## src/rtl/wb_port_arbiter_if.sv

```systemverilog
// Wishbone classic signal bundle used for both CPU-side ports and the downstream bus.
interface wb_port_arbiter_if #(
    parameter int ADR_W = 32,
    parameter int DAT_W = 32
);
    logic               cyc;
    logic               stb;
    logic               we;
    logic [DAT_W/8-1:0] sel;
    logic [ADR_W-1:0]   adr;
    logic [DAT_W-1:0]   dat_mosi;
    logic [DAT_W-1:0]   dat_miso;
    logic               ack;
    logic               err;

    modport master (output cyc, stb, we, sel, adr, dat_mosi, input dat_miso, ack, err);
    modport slave  (input cyc, stb, we, sel, adr, dat_mosi, output dat_miso, ack, err);
endinterface

```

## src/rtl/wb_port_arbiter.sv

```systemverilog
// Round-robin arbiter merging the fetch and data-mem Wishbone masters onto one bus,
// with a per-transaction timeout that returns err to a stalled owner.
module wb_port_arbiter #(
    parameter int TIMEOUT_CYCLES = 255,
    parameter int ADR_W          = 32,
    parameter int DAT_W          = 32
) (
    input  logic              clk,
    input  logic              rst,
    wb_port_arbiter_if.slave  fetch,
    wb_port_arbiter_if.slave  mem,
    wb_port_arbiter_if.master bus,
    output logic              grant_mem
);
    localparam logic [1:0] ST_IDLE      = 2'd0;
    localparam logic [1:0] ST_OWN_FETCH = 2'd1;
    localparam logic [1:0] ST_OWN_MEM   = 2'd2;
    localparam logic       LAST_FETCH   = 1'b0;
    localparam logic       LAST_MEM     = 1'b1;

    logic [1:0]         state_q, state_d;
    logic               last_grant_q, last_grant_d;
    logic               own_fetch, own_mem;
    logic               fetch_req, mem_req;
    logic               tmo_err;

    logic               mux_cyc, mux_stb, mux_we;
    logic [DAT_W/8-1:0] mux_sel;
    logic [ADR_W-1:0]   mux_adr;
    logic [DAT_W-1:0]   mux_dat;

    assign own_fetch = (state_q == ST_OWN_FETCH);
    assign own_mem   = (state_q == ST_OWN_MEM);
    assign fetch_req = fetch.cyc & fetch.stb;
    assign mem_req   = mem.cyc & mem.stb;
    assign grant_mem = own_mem;

    // On a tie the port that did not win last time gets the bus.
    always_comb begin
        state_d      = state_q;
        last_grant_d = last_grant_q;
        case (state_q)
            ST_IDLE: begin
                if (fetch_req && mem_req) begin
                    if (last_grant_q == LAST_FETCH) begin
                        state_d      = ST_OWN_MEM;
                        last_grant_d = LAST_MEM;
                    end else begin
                        state_d      = ST_OWN_FETCH;
                        last_grant_d = LAST_FETCH;
                    end
                end else if (fetch_req) begin
                    state_d      = ST_OWN_FETCH;
                    last_grant_d = LAST_FETCH;
                end else if (mem_req) begin
                    state_d      = ST_OWN_MEM;
                    last_grant_d = LAST_MEM;
                end
            end
            ST_OWN_FETCH: if (!fetch.cyc) state_d = ST_IDLE;
            ST_OWN_MEM:   if (!mem.cyc)   state_d = ST_IDLE;
            default:      state_d = ST_IDLE;
        endcase
    end

    always_ff @(posedge clk or posedge rst) begin
        if (rst) begin
            state_q      <= ST_IDLE;
            last_grant_q <= LAST_FETCH;
        end else begin
            state_q      <= state_d;
            last_grant_q <= last_grant_d;
        end
    end

    always_comb begin
        mux_cyc = 1'b0;
        mux_stb = 1'b0;
        mux_we  = 1'b0;
        mux_sel = '0;
        mux_adr = '0;
        mux_dat = '0;
        if (own_fetch) begin
            mux_cyc = fetch.cyc;
            mux_stb = fetch.stb;
            mux_we  = fetch.we;
            mux_sel = fetch.sel;
            mux_adr = fetch.adr;
            mux_dat = fetch.dat_mosi;
        end else if (own_mem) begin
            mux_cyc = mem.cyc;
            mux_stb = mem.stb;
            mux_we  = mem.we;
            mux_sel = mem.sel;
            mux_adr = mem.adr;
            mux_dat = mem.dat_mosi;
        end
    end

    // The timeout cycle withdraws cyc/stb so the slave sees the transfer abandoned.
    assign bus.cyc      = mux_cyc & ~tmo_err;
    assign bus.stb      = mux_stb & ~tmo_err;
    assign bus.we       = mux_we;
    assign bus.sel      = mux_sel;
    assign bus.adr      = mux_adr;
    assign bus.dat_mosi = mux_dat;

    assign fetch.ack      = bus.ack & own_fetch;
    assign fetch.err      = (bus.err | tmo_err) & own_fetch;
    assign fetch.dat_miso = own_fetch ? bus.dat_miso : '0;
    assign mem.ack        = bus.ack & own_mem;
    assign mem.err        = (bus.err | tmo_err) & own_mem;
    assign mem.dat_miso   = own_mem ? bus.dat_miso : '0;

    generate
        if (TIMEOUT_CYCLES > 0) begin : g_tmo
            localparam int               CNT_W   = $clog2(TIMEOUT_CYCLES + 1);
            localparam logic [CNT_W-1:0] TMO_MAX = CNT_W'(TIMEOUT_CYCLES);

            logic [CNT_W-1:0] tmo_cnt_q, tmo_cnt_d;
            logic             grant_start;

            assign grant_start = (state_q == ST_IDLE) && (fetch_req || mem_req);
            assign tmo_err     = (state_q != ST_IDLE) && (tmo_cnt_q == TMO_MAX);

            always_comb begin
                tmo_cnt_d = tmo_cnt_q;
                if (grant_start || bus.ack || bus.err || tmo_err) begin
                    tmo_cnt_d = '0;
                end else if (mux_stb && (tmo_cnt_q != TMO_MAX)) begin
                    tmo_cnt_d = tmo_cnt_q + 1'b1;
                end
            end

            always_ff @(posedge clk or posedge rst) begin
                if (rst) tmo_cnt_q <= '0;
                else     tmo_cnt_q <= tmo_cnt_d;
            end
        end else begin : g_no_tmo
            assign tmo_err = 1'b0;
        end
    endgenerate
endmodule

```

## src/flat_wrapper.sv

```systemverilog
// flat-port wrapper written by rule: the top's interface ports become plain ports
module wb_port_arbiter_flat 
#(
    parameter int TIMEOUT_CYCLES = 255,
    parameter int ADR_W          = 32,
    parameter int DAT_W          = 32
)
  (clk, rst, grant_mem, fetch_cyc, fetch_stb, fetch_we, fetch_sel, fetch_adr, fetch_dat_mosi, fetch_dat_miso, fetch_ack, fetch_err, mem_cyc, mem_stb, mem_we, mem_sel, mem_adr, mem_dat_mosi, mem_dat_miso, mem_ack, mem_err, bus_cyc, bus_stb, bus_we, bus_sel, bus_adr, bus_dat_mosi, bus_dat_miso, bus_ack, bus_err);
  wb_port_arbiter_if #(.ADR_W(ADR_W), .DAT_W(DAT_W)) fetch_i ();
  wb_port_arbiter_if #(.ADR_W(ADR_W), .DAT_W(DAT_W)) mem_i ();
  wb_port_arbiter_if #(.ADR_W(ADR_W), .DAT_W(DAT_W)) bus_i ();
  input  logic clk;
  input  logic rst;
  output logic grant_mem;
  input wire logic [$bits(fetch_i.cyc)-1:0] fetch_cyc;
  input wire logic [$bits(fetch_i.stb)-1:0] fetch_stb;
  input wire logic [$bits(fetch_i.we)-1:0] fetch_we;
  input wire logic [$bits(fetch_i.sel)-1:0] fetch_sel;
  input wire logic [$bits(fetch_i.adr)-1:0] fetch_adr;
  input wire logic [$bits(fetch_i.dat_mosi)-1:0] fetch_dat_mosi;
  output wire logic [$bits(fetch_i.dat_miso)-1:0] fetch_dat_miso;
  output wire logic [$bits(fetch_i.ack)-1:0] fetch_ack;
  output wire logic [$bits(fetch_i.err)-1:0] fetch_err;
  input wire logic [$bits(mem_i.cyc)-1:0] mem_cyc;
  input wire logic [$bits(mem_i.stb)-1:0] mem_stb;
  input wire logic [$bits(mem_i.we)-1:0] mem_we;
  input wire logic [$bits(mem_i.sel)-1:0] mem_sel;
  input wire logic [$bits(mem_i.adr)-1:0] mem_adr;
  input wire logic [$bits(mem_i.dat_mosi)-1:0] mem_dat_mosi;
  output wire logic [$bits(mem_i.dat_miso)-1:0] mem_dat_miso;
  output wire logic [$bits(mem_i.ack)-1:0] mem_ack;
  output wire logic [$bits(mem_i.err)-1:0] mem_err;
  output wire logic [$bits(bus_i.cyc)-1:0] bus_cyc;
  output wire logic [$bits(bus_i.stb)-1:0] bus_stb;
  output wire logic [$bits(bus_i.we)-1:0] bus_we;
  output wire logic [$bits(bus_i.sel)-1:0] bus_sel;
  output wire logic [$bits(bus_i.adr)-1:0] bus_adr;
  output wire logic [$bits(bus_i.dat_mosi)-1:0] bus_dat_mosi;
  input wire logic [$bits(bus_i.dat_miso)-1:0] bus_dat_miso;
  input wire logic [$bits(bus_i.ack)-1:0] bus_ack;
  input wire logic [$bits(bus_i.err)-1:0] bus_err;
  assign fetch_i.cyc = fetch_cyc;
  assign fetch_i.stb = fetch_stb;
  assign fetch_i.we = fetch_we;
  assign fetch_i.sel = fetch_sel;
  assign fetch_i.adr = fetch_adr;
  assign fetch_i.dat_mosi = fetch_dat_mosi;
  assign fetch_dat_miso = fetch_i.dat_miso;
  assign fetch_ack = fetch_i.ack;
  assign fetch_err = fetch_i.err;
  assign mem_i.cyc = mem_cyc;
  assign mem_i.stb = mem_stb;
  assign mem_i.we = mem_we;
  assign mem_i.sel = mem_sel;
  assign mem_i.adr = mem_adr;
  assign mem_i.dat_mosi = mem_dat_mosi;
  assign mem_dat_miso = mem_i.dat_miso;
  assign mem_ack = mem_i.ack;
  assign mem_err = mem_i.err;
  assign bus_cyc = bus_i.cyc;
  assign bus_stb = bus_i.stb;
  assign bus_we = bus_i.we;
  assign bus_sel = bus_i.sel;
  assign bus_adr = bus_i.adr;
  assign bus_dat_mosi = bus_i.dat_mosi;
  assign bus_i.dat_miso = bus_dat_miso;
  assign bus_i.ack = bus_ack;
  assign bus_i.err = bus_err;
  wb_port_arbiter #(.TIMEOUT_CYCLES(TIMEOUT_CYCLES), .ADR_W(ADR_W), .DAT_W(DAT_W)) u_core (.clk(clk), .rst(rst), .fetch(fetch_i), .mem(mem_i), .bus(bus_i), .grant_mem(grant_mem));
endmodule
```

## config.mk

```make
export PLATFORM = sky130hd
export DESIGN_NAME = wb_port_arbiter_flat
export DESIGN_NICKNAME = d
export VERILOG_FILES = /design/src/rtl/wb_port_arbiter_if.sv /design/src/rtl/wb_port_arbiter.sv /design/src/flat_wrapper.sv
export SDC_FILE = /design/constraint.sdc
export NUM_CORES = 1
export LEC_CHECK = 0
export BUFFER_PORTS_ARGS = -buffer_cell sky130_fd_sc_hd__buf_2
export CAP_MARGIN = 20
export CORE_AREA = 2 2 125 127
export CTS_CLUSTER_SIZE = 30
export DETAILED_ROUTE_END_ITERATION = 12
export DIE_AREA = 0 0 127 129
export GPL_ROUTABILITY_DRIVEN = 0
export SETUP_SLACK_MARGIN = 0.15
export SLEW_MARGIN = 20
export SYNTH_ARGS = -nofsm -noshare
export SYNTH_HDL_FRONTEND = slang
export SYNTH_SLANG_ARGS = --single-unit
```

## constraint.sdc

```tcl
create_clock -name clk -period 5.3 [get_ports clk]
set_input_delay 0.53 -clock clk [delete_from_list [all_inputs] [get_ports clk]]
set_output_delay 0.53 -clock clk [all_outputs]
set_load 0.005 [all_outputs]
```

======== Yosys cells after proc, flatten, opt, wreduce, memory -nomap -nowiden ========
Cells that the tools add are included.
cells by class
  $add $sub $neg .......................... 1
  equality and inequality tests ........... 7
  multiplexer cells ....................... 27
  bitwise logic cells ..................... 10
  reductions and logical operators ........ 14
operators by type and width
  cell                   number
  $mux W32               6
  $mux W8                2
  $mux W2                6
  $mux W1                10
  $add A8 B1 Y8 const B  1
  $and A1 B1 Y1          8
  $eq A8 B8 Y1 const B   1
  $mux W4                2
  $ne A8 B8 Y1 const B   1
  $pmux W2 S3            1
  $logic_and A1 B1 Y1    4
  $logic_or A1 B1 Y1     4
  $ne A2 B2 Y1 const B   2
  $ne A4 B1 Y1 const B   1
  $reduce_bool A2 Y1     2
  $reduce_and A3 Y1      1
  $reduce_bool A3 Y1     1
  $eq A2 B1 Y1 const B   1
  $eq A2 B2 Y1 const B   1
  $logic_not A2 Y1       1
  $reduce_and A2 Y1      1
  $not A1 Y1             1
  $or A1 B1 Y1           1
word-level totals
  bits in registers ....................... 11
  bits of input ports ..................... 178
  logic and storage cells ................. 62

======== Longest topological paths before layout ========
Gate-level depths: netlist of run 1.
  depth after elaboration ................. 7
  mapped depth ............................ 6
  mapped depth without buffers ............ 5

======== Least setup slack after synthesis of run 1 ========
OpenSTA, ideal clock, no wires.
  path type ............................... reg-to-output
  from .................................... register u_core.state_q[1]
  to ...................................... output bus_dat_mosi[26]
  data arrival time ....................... 1.407 ns
  data required time ...................... 4.770 ns
  slack ................................... 3.363 ns
  stages on the path, launching flop included .. 6
  cell sequence ........................... dfrtp_1 -> nor2b_1 -> clkbuf_1 -> clkbuf_1 -> clkbuf_1 -> a22o_1
between the ends
  cells in the longest elaborated chain, start to end .. 3
  elaborated cells on any way between the ends .. 4
  those cells by class .................... eq/ne: 2; mux: 2
RTL lines
  what                    RTL line               text
  from (decl)             wb_port_arbiter.sv:21  logic [1:0] state_q, state_d;
  from (signal assigned)  wb_port_arbiter.sv:71  state_q <= state_d;
  $eq A2 B2 Y1            wb_port_arbiter.sv:33  assign own_mem = (state_q == ST_OWN_MEM);
  $mux W32                wb_port_arbiter.sv:90  end else if (own_mem) begin
  $mux W32 (*)            wb_port_arbiter.sv:83  if (own_fetch) begin
  to (decl)               flat_wrapper.sv:38     output wire logic [$bits(bus_i.dat_mosi)-1:0] bus_dat_mosi;
Every way passes the cells marked *; elsewhere a longest branch is shown, timed or not.

======== Final worst setup path of run 1 ========
  from .................................... register u_core.state_q[0]
  to ...................................... output bus_cyc
between the ends
  cells in the longest elaborated chain, start to end .. 4
  elaborated cells on any way between the ends .. 8
  those cells by class .................... eq/ne: 2; mux: 2; bitwise: 2; reduce/logical: 2
RTL lines
  what                                                       RTL line                                       text
  $eq A2 B2 Y1 / $reduce_bool A2 Y1 (equally long branches)  wb_port_arbiter.sv:33, wb_port_arbiter.sv:124
  $mux W1 / $logic_and A1 B1 Y1 (equally long branches)      wb_port_arbiter.sv:90, wb_port_arbiter.sv:124
  $mux W1 / $not A1 Y1 (equally long branches)               wb_port_arbiter.sv:83, wb_port_arbiter.sv:101
  $and A1 B1 Y1 (*)                                          wb_port_arbiter.sv:101                         assign bus.cyc = mux_cyc & ~tmo_err;
  to (decl)                                                  flat_wrapper.sv:33                             output wire logic [$bits(bus_i.cyc)-1:0] bus_cyc;
Marked as above.

==> results of run 1 <==
layout by cell type, fill, tap and decap left out, drive strengths merged:
| master | Yosys | layout |
|---|---|---|
| inv | 4 | 4 |
| or4 | 2 | 2 |
| ha | 1 | 1 |
| nor3 | 1 | 1 |
| and3b | 1 | 1 |
| clkbuf | 17 | 4 |
| nor2b | 4 | 4 |
| a311oi | 1 | 1 |
| nand2b | 1 | 1 |
| a41oi | 1 | 1 |
| or3 | 2 | 2 |
| xor2 | 1 | 1 |
| and4 | 1 | 1 |
| nand2 | 4 | 4 |
| and2 | 68 | 68 |
| mux2i | 1 | 1 |
| and3 | 2 | 2 |
| a22oi | 1 | 1 |
| buf | 7 | 321 |
| nand3b | 2 | 2 |
| o21ai | 4 | 4 |
| o31ai | 2 | 2 |
| a31oi | 1 | 1 |
| a22o | 70 | 70 |
| nand3 | 3 | 3 |
| a21oi | 8 | 8 |
| a211oi | 1 | 1 |
| dfrtp | 11 | 11 |
| nor2 | 8 | 8 |
| nor3b | 1 | 1 |
routing by layer:
layer	vias up	wire length [um]
li1	1460	-
met1	1368	3980
met2	230	5110
met3	6	1170
met4	0	55
met5	-	0
power by group:
group | internal, W | switching (W) | total [W]
combinational | 0.000174 | 0.000151 | 0.000325
sequential | 0.0000891 | 0.00000652 | 0.0000956
clock | 0.000101 | 0.0000378 | 0.000139
total | 0.000364 | 0.000196 | 0.000559
cell type report:
type / instances / area [um^2] / area share, %
Tap cell: 188 / 235 / 6.53
Sequential cell: 11 / 275 / 7.64
Clock buffer: 4 / 78.8 / 2.19
Multi-Input combinational cell: 192 / 1380 / 38.4
Inverter: 4 / 15.0 / 0.417
Timing Repair Buffer: 321 / 1620 / 44.8
cells by family (layout without fill, tap and decap cells):
kind of cell               after synthesis  count (layout)  synth area share [%]
muxes                                    1               1                 0.567
adders and majority gates                1               1                 0.709
AOI/OAI and AO/OA                       89              89                  41.3
and+or+nand+nor                        100             100                  34.5
DFF                                     11              11                  15.6
buffers and inverters                   28             329                  6.81
xor gates and xnor gates                 1               1                 0.497
sequential cells by signal (all words and copies together), names as in the netlist:
register                flops
u_core.last_grant_q         1
u_core.state_q              2
u_core.g_tmo.tmo_cnt_q      8
final timing paths:
check,start,end,slack (ns),cells after the start
worst max-delay path,u_core.state_q[0],bus_cyc,2.92,6
worst min-delay path,rst,u_core.last_grant_q,0.28,2
worst max register to register,u_core.g_tmo.tmo_cnt_q[0],u_core.g_tmo.tmo_cnt_q[7],3.37,5
worst min register to register,u_core.last_grant_q,u_core.last_grant_q,0.55,1
max in group asynchronous,rst,u_core.g_tmo.tmo_cnt_q[4],4.71,2
min in group clk,u_core.last_grant_q,u_core.last_grant_q,0.55,1
critical path: stages, from the launching register on:
cell and delay (ns):
dfrtp_1 0.45, inv_1 0.12, nor2_4 0.12, buf_4 0.45, a22oi_1 0.13, nor2_1 0.18, buf_2 0.16
stage by stage:
stage	cells	utilization (%)	worst slack [ns]	power (W)
6_report	720	24.1	2.92	0.000559
2_1_floorplan	231	-	3.36	0.000245
3_3_place_gp	716	23.5	3.18	0.000424
3_5_place_dp	716	23.5	3.16	0.000423
5_1_grt	720	24.1	2.72	0.000600
4_1_cts	720	24.1	2.89	0.000565
==> results.md, run 1 <==
- Outcome: completed
- DPL Wire Length: roughly 8600 um
- Min-Delay Path Class: in -> async
- Avg Cell Area, Syn: between 7 and 8 um^2
- Filler cell count: around 1,700
- Unique masters post-synth: 35
- LEAKAGE: around 2.2 nW
- Worst EP required: between 4 and 5 ns
- Skew final: between 0.0015 and 0.002 ns
- Via count: 3,064
- Most crowded layer after global routing: met2
- PortBufs: 317
- Post-synth top area share: approximately a third
- Placeable Area: roughly 15,000 um^2
- PwrDens: around 160 nW/um^2
- Cell taking the most area after synthesis: a22o_1
- Met1 track demand over resource: 13.0%
- # H-tree levels: 1
- Arrival time at the worst endpoint: ~1.9 ns
- Routed Antenna Nets: 0
- YS warnings: 0
- Via-to-Cell Ratio: ~4.3
- Post-synth EDFFs: 0
- Die area: 16,400 um^2
- Final instance area: approximately 3600 um^2
- Syn_nets: 410
- Post-Syn Area: between 1500 and 2000 um^2
- Clock root cell: clkbuf_16
- Met2 Resource Use GR: about a fifth
- First-pass GRT wire length: approximately 14,000 um
- Clk buf depth: 2
- Pre-antenna DRT Iters: 4
- Site row count: 45
- Relative slew slack: around three fifths
- Fin Setup TNS: 0 ns
- Top post-synthesis cells by count: 69 x a22o_1, 67 x and2_1, 17 x clkbuf_1
- Die Span X: roughly 130 um
- Fraction of layout cells with a size suffix above 1: about 62%
- Post-synth ARST share: 100%
- DR WL/cell: 14.3 um
- # resized after CTS: 0
- CTS tree: yes
- Placed cell area: roughly 3500 um^2
- Post-Syn Instances: 231
- Vias in the first global route: approximately 2,600
- Max VDD drop: between 100 and 150 uV
- Clk pin slew, worst setup/hold paths: 0.04 ns
- Post-Route WL: slightly above 10,000 um
- Clk sinks: 11
- Initial antenna violation count: 2
- I/O pin total: 318
- Fin crit period: 2.38 ns
- Final Hold Vio Count: 0
- Starting density of the core: a little under an eighth
- Min Hold Slack: 0.283 ns
- Gr usage total: between 10% and 20%
- Residual DRC: 0
- Worst-Margin Slew: between 0.6 and 0.7 ns
- #FFs+latches synth: 11
- Final Slew Violations: 0
- Post-CTS Setup Repair Bufs: 0
- Crit path max fanout: 54
- Area delta synth->final: 104%
- Largest cells by area after synthesis: a22o_1 34%, and2_1 24%, dfrtp_1 16%
- Num CTS Buffers: 3
- Crit. End Element: output pin
- Main synth FF type: dfrtp_1
- Final period util: about 45%
- Post-synthesis sequential area ratio: between 15 and 20%
- Worst-skew pair later-pin latency: 0.24 ns
- Fmax: 420 MHz
- Startpoint Class: register
- Most common cell in the netlist: a22o_1
- GR Util met3: under 10%
- Cts hold-fix bufs: 0
- Die extent in y: ~130 um
- Antenna diodes: 0
- 1st-iter DRT viols: between 150 and 200
- NumNets Final: 712
- Critical path class: reg -> out
- Gr ovfl total: 0
- Largest net degree at the start of global routing: 58
- Final setup viols: 0
- Unrepaired setup endpoints after global routing: false
- Max cap viols: 0
(Power assumes the default switching activity.)
==> run 2: changes to the inputs <==
ABC_AREA = 1   (was unset)
clock period = 2.15 ns   (was 5.3 ns; I/O delays follow)
==> results.md, run 2 <==
- Most common cell after layout, fill and taps aside: buf_2
- Unique masters post-synth: 19 (-46%)
- Largest net degree at the start of global routing: 68 (+17%)
- Post-Syn Area: 2080 um^2 (+18%)
- Unrepaired setup endpoints after global routing: false
- Clock root cell: clkbuf_16
- Largest cells by area after synthesis: nand2_1 31%, nand3_1 19%, nor2_1 16%
- Design Power: 0.00188 W (+240%)
- Skew final: 0.000813 ns (-0.000714 ns)
- Min-Delay Path Class: in -> reg
- PortBufs: 317 (unchanged)
- Largest register by flop count: u_core.g_tmo.tmo_cnt_q
- Crit. End Element: output pin
- Num CTS Buffers: 3 (unchanged)
- Outcome: completed
- Avg Cell Area, Syn: 4.67 um^2 (-39%)
- Largest registers: u_core.g_tmo.tmo_cnt_q (8), u_core.state_q (2), u_core.last_grant_q (1)
- #FFs+latches synth: 11 (unchanged)
- Max cap viols: 0 (unchanged)
- NumNets Final: 925 (+30%)
- Pre-antenna DRT Iters: 4 (unchanged)
- Worst-skew pair later-pin latency: 0.24 ns (about the same)
- Placeable Area: 15,000 um^2 (unchanged)
- Initial antenna violation count: 3 (+1)
- Syn_nets: 625 (+52%)
- Worst-Margin Slew: 0.594 ns (-0.0240 ns)
- Clk buf depth: 2 (unchanged)
- Via count: 3,759 (+23%)
- Post-Route WL: 11,000 um (+6.5%)
- Critical path class: reg -> out
- Post-layout util: 26.2% (+2.1 points)
- Vias in the first global route: 3,406 (+32%)
- Most common cell in the netlist: nand2_1
- Clk sinks: 11 (unchanged)
- Final Slew Violations: 0 (unchanged)
- # H-tree levels: 1 (unchanged)
- CP most frequent cell: nand2_1
- Arrival time at the worst endpoint: 1.65 ns (-0.20 ns)
- Cell taking the most area after synthesis: nand2_1
- Crit path max fanout: 42 (-22%)
- Post-synthesis sequential area ratio: 13.2% (-2.4 points)
- Fmax: between 500 and 600 MHz
- Site row count: 45 (unchanged)
- Die extent in y: 129 um (unchanged)
- 1st-iter DRT viols: 123 (-28%)
- Max VDD drop: 376 uV (+190%)
- Routed Antenna Nets: 0 (unchanged)
- First-pass GRT wire length: 16,600 um (+23%)
- Post-synth top area share: 31.2% (-3.1 points)
- YS warnings: 0 (unchanged)
- FF-to-FF path depth: 8 (+3)
- Clk pin slew, worst setup/hold paths: 0.04 ns (about the same)
- # resized after CTS: 0 (unchanged)
- Crit path largest cell delay: 0.48 ns (+0.03 ns)
- PwrDens: 478 nW/um^2 (+210%)
- Area delta synth->final: 88.5%
- Startpoint Class: register
- Final Hold Vio Count: 0 (unchanged)
- Gr usage total: 12.3% (+1.9 points)
- LEAKAGE: 2.78 nW (+26%)
- Hold depth: 3
- Top post-synthesis cells by count: 173 x nand2_1, 88 x nor2_1, 80 x nand3_1
- Fraction of layout cells with a size suffix above 1: 45.2% (-17 points)
- CP bufs+invs: 2 (-1)
- DPL Wire Length: 9060 um (+5.2%)
- Slowest library cell on the worst path: dfrtp_2
- Final setup viols: 0 (unchanged)
- Post-synth EDFFs: 0 (unchanged)
- Placed cells: 928 (+30%)
- Post-Syn Instances: 446 (+93%)
- Worst path cell trace: nor2_4 -> buf_4 -> nand2_1 -> nand2_1 -> buf_2
- Relative slew slack: 60.3% (+1.8 points)
- Filler cell count: 1,722 (+3.2%)
- Die Span X: 127 um (unchanged)
- Fin Setup TNS: 0 ns (unchanged)
- Die area: 16,400 um^2 (unchanged)
- CTS tree: yes
- Non-Filler Instances: 934 (+30%)
- Delay-heaviest family, CP: buffers and inverters
- Fin crit period: roughly 1.9 ns
- Main synth FF type: dfrtp_1
- Via-to-Cell Ratio: 4.02 (-5.4%)
- Most frequent cells in the layout: 317 x buf_2, 173 x nand2_1, 88 x nor2_1, 80 x nand3_1, 49 x inv_1
- Residual DRC: 0 (unchanged)
- Final period util: just under 90%
- Gr ovfl total: 0 (unchanged)
- Crit path depth: 5 (-1)
- Starting density of the core: 13.9% (+2.1 points)
- I/O pin total: 318 (unchanged)
- DR WL/cell: 11.8 um (-18%)
- Max reg flops: 8 (unchanged)
- Worst EP required: 1.93 ns (-2.84 ns)
- Post-synth ARST share: 100% (unchanged)
[run 2: changes by cell type after synthesis, sizes merged, moves of 9 or more]
| cell | previous run | this run |
|---|---|---|
| nand2 | 4 | 177 |
| nor2 | 8 | 91 |
| nand3 | 3 | 80 |
| a22o | 70 | 0 |
| and2 | 68 | 0 |
| inv | 4 | 53 |
| buf | 7 | 20 |
| clkbuf | 17 | 8 |
[run 2: worst paths after layout]
kind,start,endpoint,slack [ns]
setup / recovery,u_core.state_q[0],bus_dat_mosi[13],0.29
hold / removal,mem_cyc,u_core.state_q[1],0.23
setup reg to reg,u_core.g_tmo.tmo_cnt_q[0],u_core.g_tmo.tmo_cnt_q[2],0.60
hold reg to reg,u_core.last_grant_q,u_core.last_grant_q,0.50
max in group asynchronous,rst,u_core.state_q[0],1.28
min in group asynchronous,rst,u_core.g_tmo.tmo_cnt_q[5],0.53
[run 2: worst min-delay path, delay by kind of cell]
kind / cells / cell delay, ns
buf+inv: 1 / 0.09
simple gates: 2 / 0.12
[run 2: cells by family after synthesis]
family	share of synthesized area, %
adders and majority gates	0.601
AOI/OAI and AO/OA	0.902
and+or+nand+nor	69.3
buffers and inverters	16.0
DFF	13.2
[run 2: cell type report]
class,count,area (um^2),area share [%]
repair buffers,323,1660,42.3
clock buffers,4,78.8,2.01
inverters,53,199,5.07
flip-flops and latches,11,277,7.04
diodes,1,2.50,0.0638
well taps,188,235,5.99
multi-input cells,354,1470,37.6
[run 2: per-layer routing]
| layer | vias up | GRT usage (%) | wire length [um] |
|---|---|---|---|
| met4 | 2 | 1.62 | 104 |
| met5 | - | 0 | 13 |
| met3 | 12 | 2.95 | 1140 |
| met2 | 208 | 22.2 | 5130 |
| li1 | 1953 | - | - |
| met1 | 1584 | 15.4 | 4590 |
[run 2: power breakdown]
part	switching (W)	internal (W)
Clock	0.000101	0.000250
Combinational	0.000746	0.000538
Sequential	0.0000173	0.000223
Total	0.000865	0.00101
[run 2: timing repair]
item                                   4_1_cts  5_1_grt
endpoints found under the hold margin        7        0
hold buffers                                 1        0
setup buffers                                0        0
[run 2: per-stage QoR]
stage	cell area (um^2)	setup WS [ns]	hold slack (ns)
after floorplan	2080	0.820	0.0674
after global placement	3830	0.499	0.240
after detailed placement	3830	0.513	0.254
after CTS	3920	0.256	0.227
after global routing	3930	0.152	0.234
final	3930	0.286	0.225
==> run 3: changes to the inputs <==
ABC_AREA = 0   (was 1)
CAP_MARGIN = 40   (was 20)
CORE_AREA = 2 2 123 125   (was 2 2 125 127)
DIE_AREA = 0 0 125 127   (was 0 0 127 129)
==> results.md, run 3 (synthesized netlist as in run 1, its figures left out) <==
- Gr ovfl total: 0 (unchanged)
- Fin Setup TNS: 0 ns (unchanged)
- Hold Startpoint: fetch_stb
- Unrepaired setup endpoints after global routing: false
- First-pass GRT wire length: 13,800 um (-17%)
- Largest register by flop count: u_core.g_tmo.tmo_cnt_q
- Starting density of the core: 12.2% (-1.7 points)
- PwrDens: 380 nW/um^2 (-21%)
- Worst-skew pair later-pin latency: 0.24 ns (about the same)
- Met1 track demand over resource: 12.9% (-2.5 points)
- Max VDD drop: 254 uV (-32%)
- Pre-antenna DRT Iters: 4 (unchanged)
- Via-to-Cell Ratio: 4.23 (+5.2%)
- Die Span X: 125 um (-1.6%)
- Post-Route WL: 9700 um (-12%)
- Clk buf depth: 2 (unchanged)
- Most frequent cells in the layout: 317 x buf_2, 69 x a22o_1, 67 x and2_1, 11 x dfrtp_1, 8 x a21oi_1
- Final Slew Violations: 0 (unchanged)
- Fraction of layout cells with a size suffix above 1: 62.5% (+17 points)
- GR Util met3: 1.76% (-1.2 points)
- Initial antenna violation count: 1 (-2)
- Design Power: 0.00140 W (-26%)
- Startpoint Class: register
- Die extent in y: 127 um (-1.6%)
- Final Hold Vio Count: 0 (unchanged)
- # H-tree levels: 1 (unchanged)
- Hold EP: u_core.last_grant_q
- Largest registers: u_core.g_tmo.tmo_cnt_q (8), u_core.state_q (2), u_core.last_grant_q (1)
- Final period util: 88.2% (+1.5 points)
- PortBufs: 317 (unchanged)
- Max cap viols: 0 (unchanged)
- Most common cell after layout, fill and taps aside: buf_2
- Min Hold Slack: 0.234 ns (+0.00876 ns)
- DPL Wire Length: 8050 um (-11%)
- Clk sinks: 11 (unchanged)
- 1st-iter DRT viols: 139 (+13%)
- Largest net degree at the start of global routing: 57 (-16%)
- LEAKAGE: 2.23 nW (-20%)
- Relative slew slack: 70.4% (+10 points)
- FF-to-FF setup slack: 0.25 ns (-0.35 ns)
- Gr usage total: 10.5% (-1.9 points)
- Placeable Area: 14,400 um^2 (-3.7%)
- Fmax: 527 MHz (-1.7%)
- Min-Delay Path Class: in -> reg
- Hold depth: 2 (-1)
- Post-CTS Setup Repair Bufs: 0 (unchanged)
- Worst-Margin Slew: 0.442 ns (-0.152 ns)
- Placed cell area: 3580 um^2 (-6.7%)
- Final instance area: 3680 um^2 (-6.3%)
- Routed Antenna Nets: 0 (unchanged)
- Post-layout util: 25.5% (-0.71 points)
- Most crowded layer after global routing: met2
- Max reg flops: 8 (unchanged)
- RR Endpoint: u_core.g_tmo.tmo_cnt_q[7]
- CTS tree: yes
- Antenna diodes: 0 (-1)
- Area delta synth->final: 108%
- Clock root cell: clkbuf_16
- Final setup viols: 0 (unchanged)
- Skew final: 0.00181 ns (+0.000996 ns)
- Outcome: completed
- Worst EP required: 2.31 ns (+0.38 ns)
- Arrival time at the worst endpoint: 2.06 ns (+0.41 ns)
- NumNets Final: 714 (-23%)
- R2r startpoint: u_core.g_tmo.tmo_cnt_q[0]
- Residual DRC: 0 (unchanged)
- Clk pin slew, worst setup/hold paths: 0.04 ns (about the same)
- Vias in the first global route: 2,648 (-22%)
- DR WL/cell: 13.5 um (+15%)
- Num CTS Buffers: 3 (unchanged)
- Via count: 3,040 (-19%)
- I/O pin total: 318 (unchanged)
- FF-to-FF path depth: 5 (-3)
- Site row count: 44 (-2.2%)
- Critical path class: reg -> reg
- Crit. End Element: register
- Die area: 15,900 um^2 (-3.1%)
- Fin crit period: 1.90 ns (+0.0327 ns)
- Crit path max fanout: 11 (-74%)
- Met2 Resource Use GR: 19.7% (-2.5 points)
==> run 3: cell count changes in the layout (fill, tap and decap cells not counted), sizes merged, moves of 49 or more <==
cell	before	now
inv	53	4
nand3	80	3
a22o	0	70
and2	0	68
nor2	91	8
nand2	177	4
==> run 3: area by class of cell <==
class	count	area, um^2
tap	184	230
clock buffer	4	78.8
sequential	11	275
timing repair buffer	323	1680
fill	1622	10700
multi-input combinational	192	1390
inverter	4	15.0
==> run 3: timing repair <==
action	CTS	global route
endpoints found under the setup margin	0	3
hold endpoints to repair	11	0
hold buffers	1	0
gates resized for setup	0	2
==> run 3: worst max-delay path by stage <==
stage | from | end
3_3_place_gp | u_core.g_tmo.tmo_cnt_q[0] | u_core.g_tmo.tmo_cnt_q[7]
4_1_cts | u_core.g_tmo.tmo_cnt_q[0] | mem_err
6_report | u_core.g_tmo.tmo_cnt_q[0] | u_core.g_tmo.tmo_cnt_q[7]
5_1_grt | u_core.state_q[1] | bus_cyc
3_5_place_dp | u_core.g_tmo.tmo_cnt_q[0] | u_core.g_tmo.tmo_cnt_q[7]
2_1_floorplan | u_core.g_tmo.tmo_cnt_q[0] | u_core.g_tmo.tmo_cnt_q[5]
==> run 3: through the flow <==
step | instances | setup slack, ns
finish | 718 | 0.253
global route | 718 | 0.153
CTS | 718 | 0.180
detailed placement | 713 | 0.241
global placement | 713 | 0.266
floorplan | 231 | 0.306
==> run 3: report_power, final <==
group / total (W) / internal (W) / switching [W]
sequential: 0.000235 / 0.000220 / 0.0000153
combinational: 0.000821 / 0.000453 / 0.000369
clock: 0.000340 / 0.000249 / 0.0000911
==> run 3: worst max-delay path: stages, from the launching register on <==
cell and delay (ns):
dfrtp_1 0.41, ha_1 0.23, and4_4 0.21, a22o_4 0.30, or4_1 0.52, a21oi_1 0.16
==> run 3: per-layer routing <==
metal | up-vias | part of all wire, % | routed length [um]
li1 | 1464 | - | -
met1 | 1356 | 38 | 3720
met2 | 213 | 51 | 4960
met3 | 7 | 9.9 | 960
met4 | 0 | 0.58 | 56
met5 | - | 0 | 0
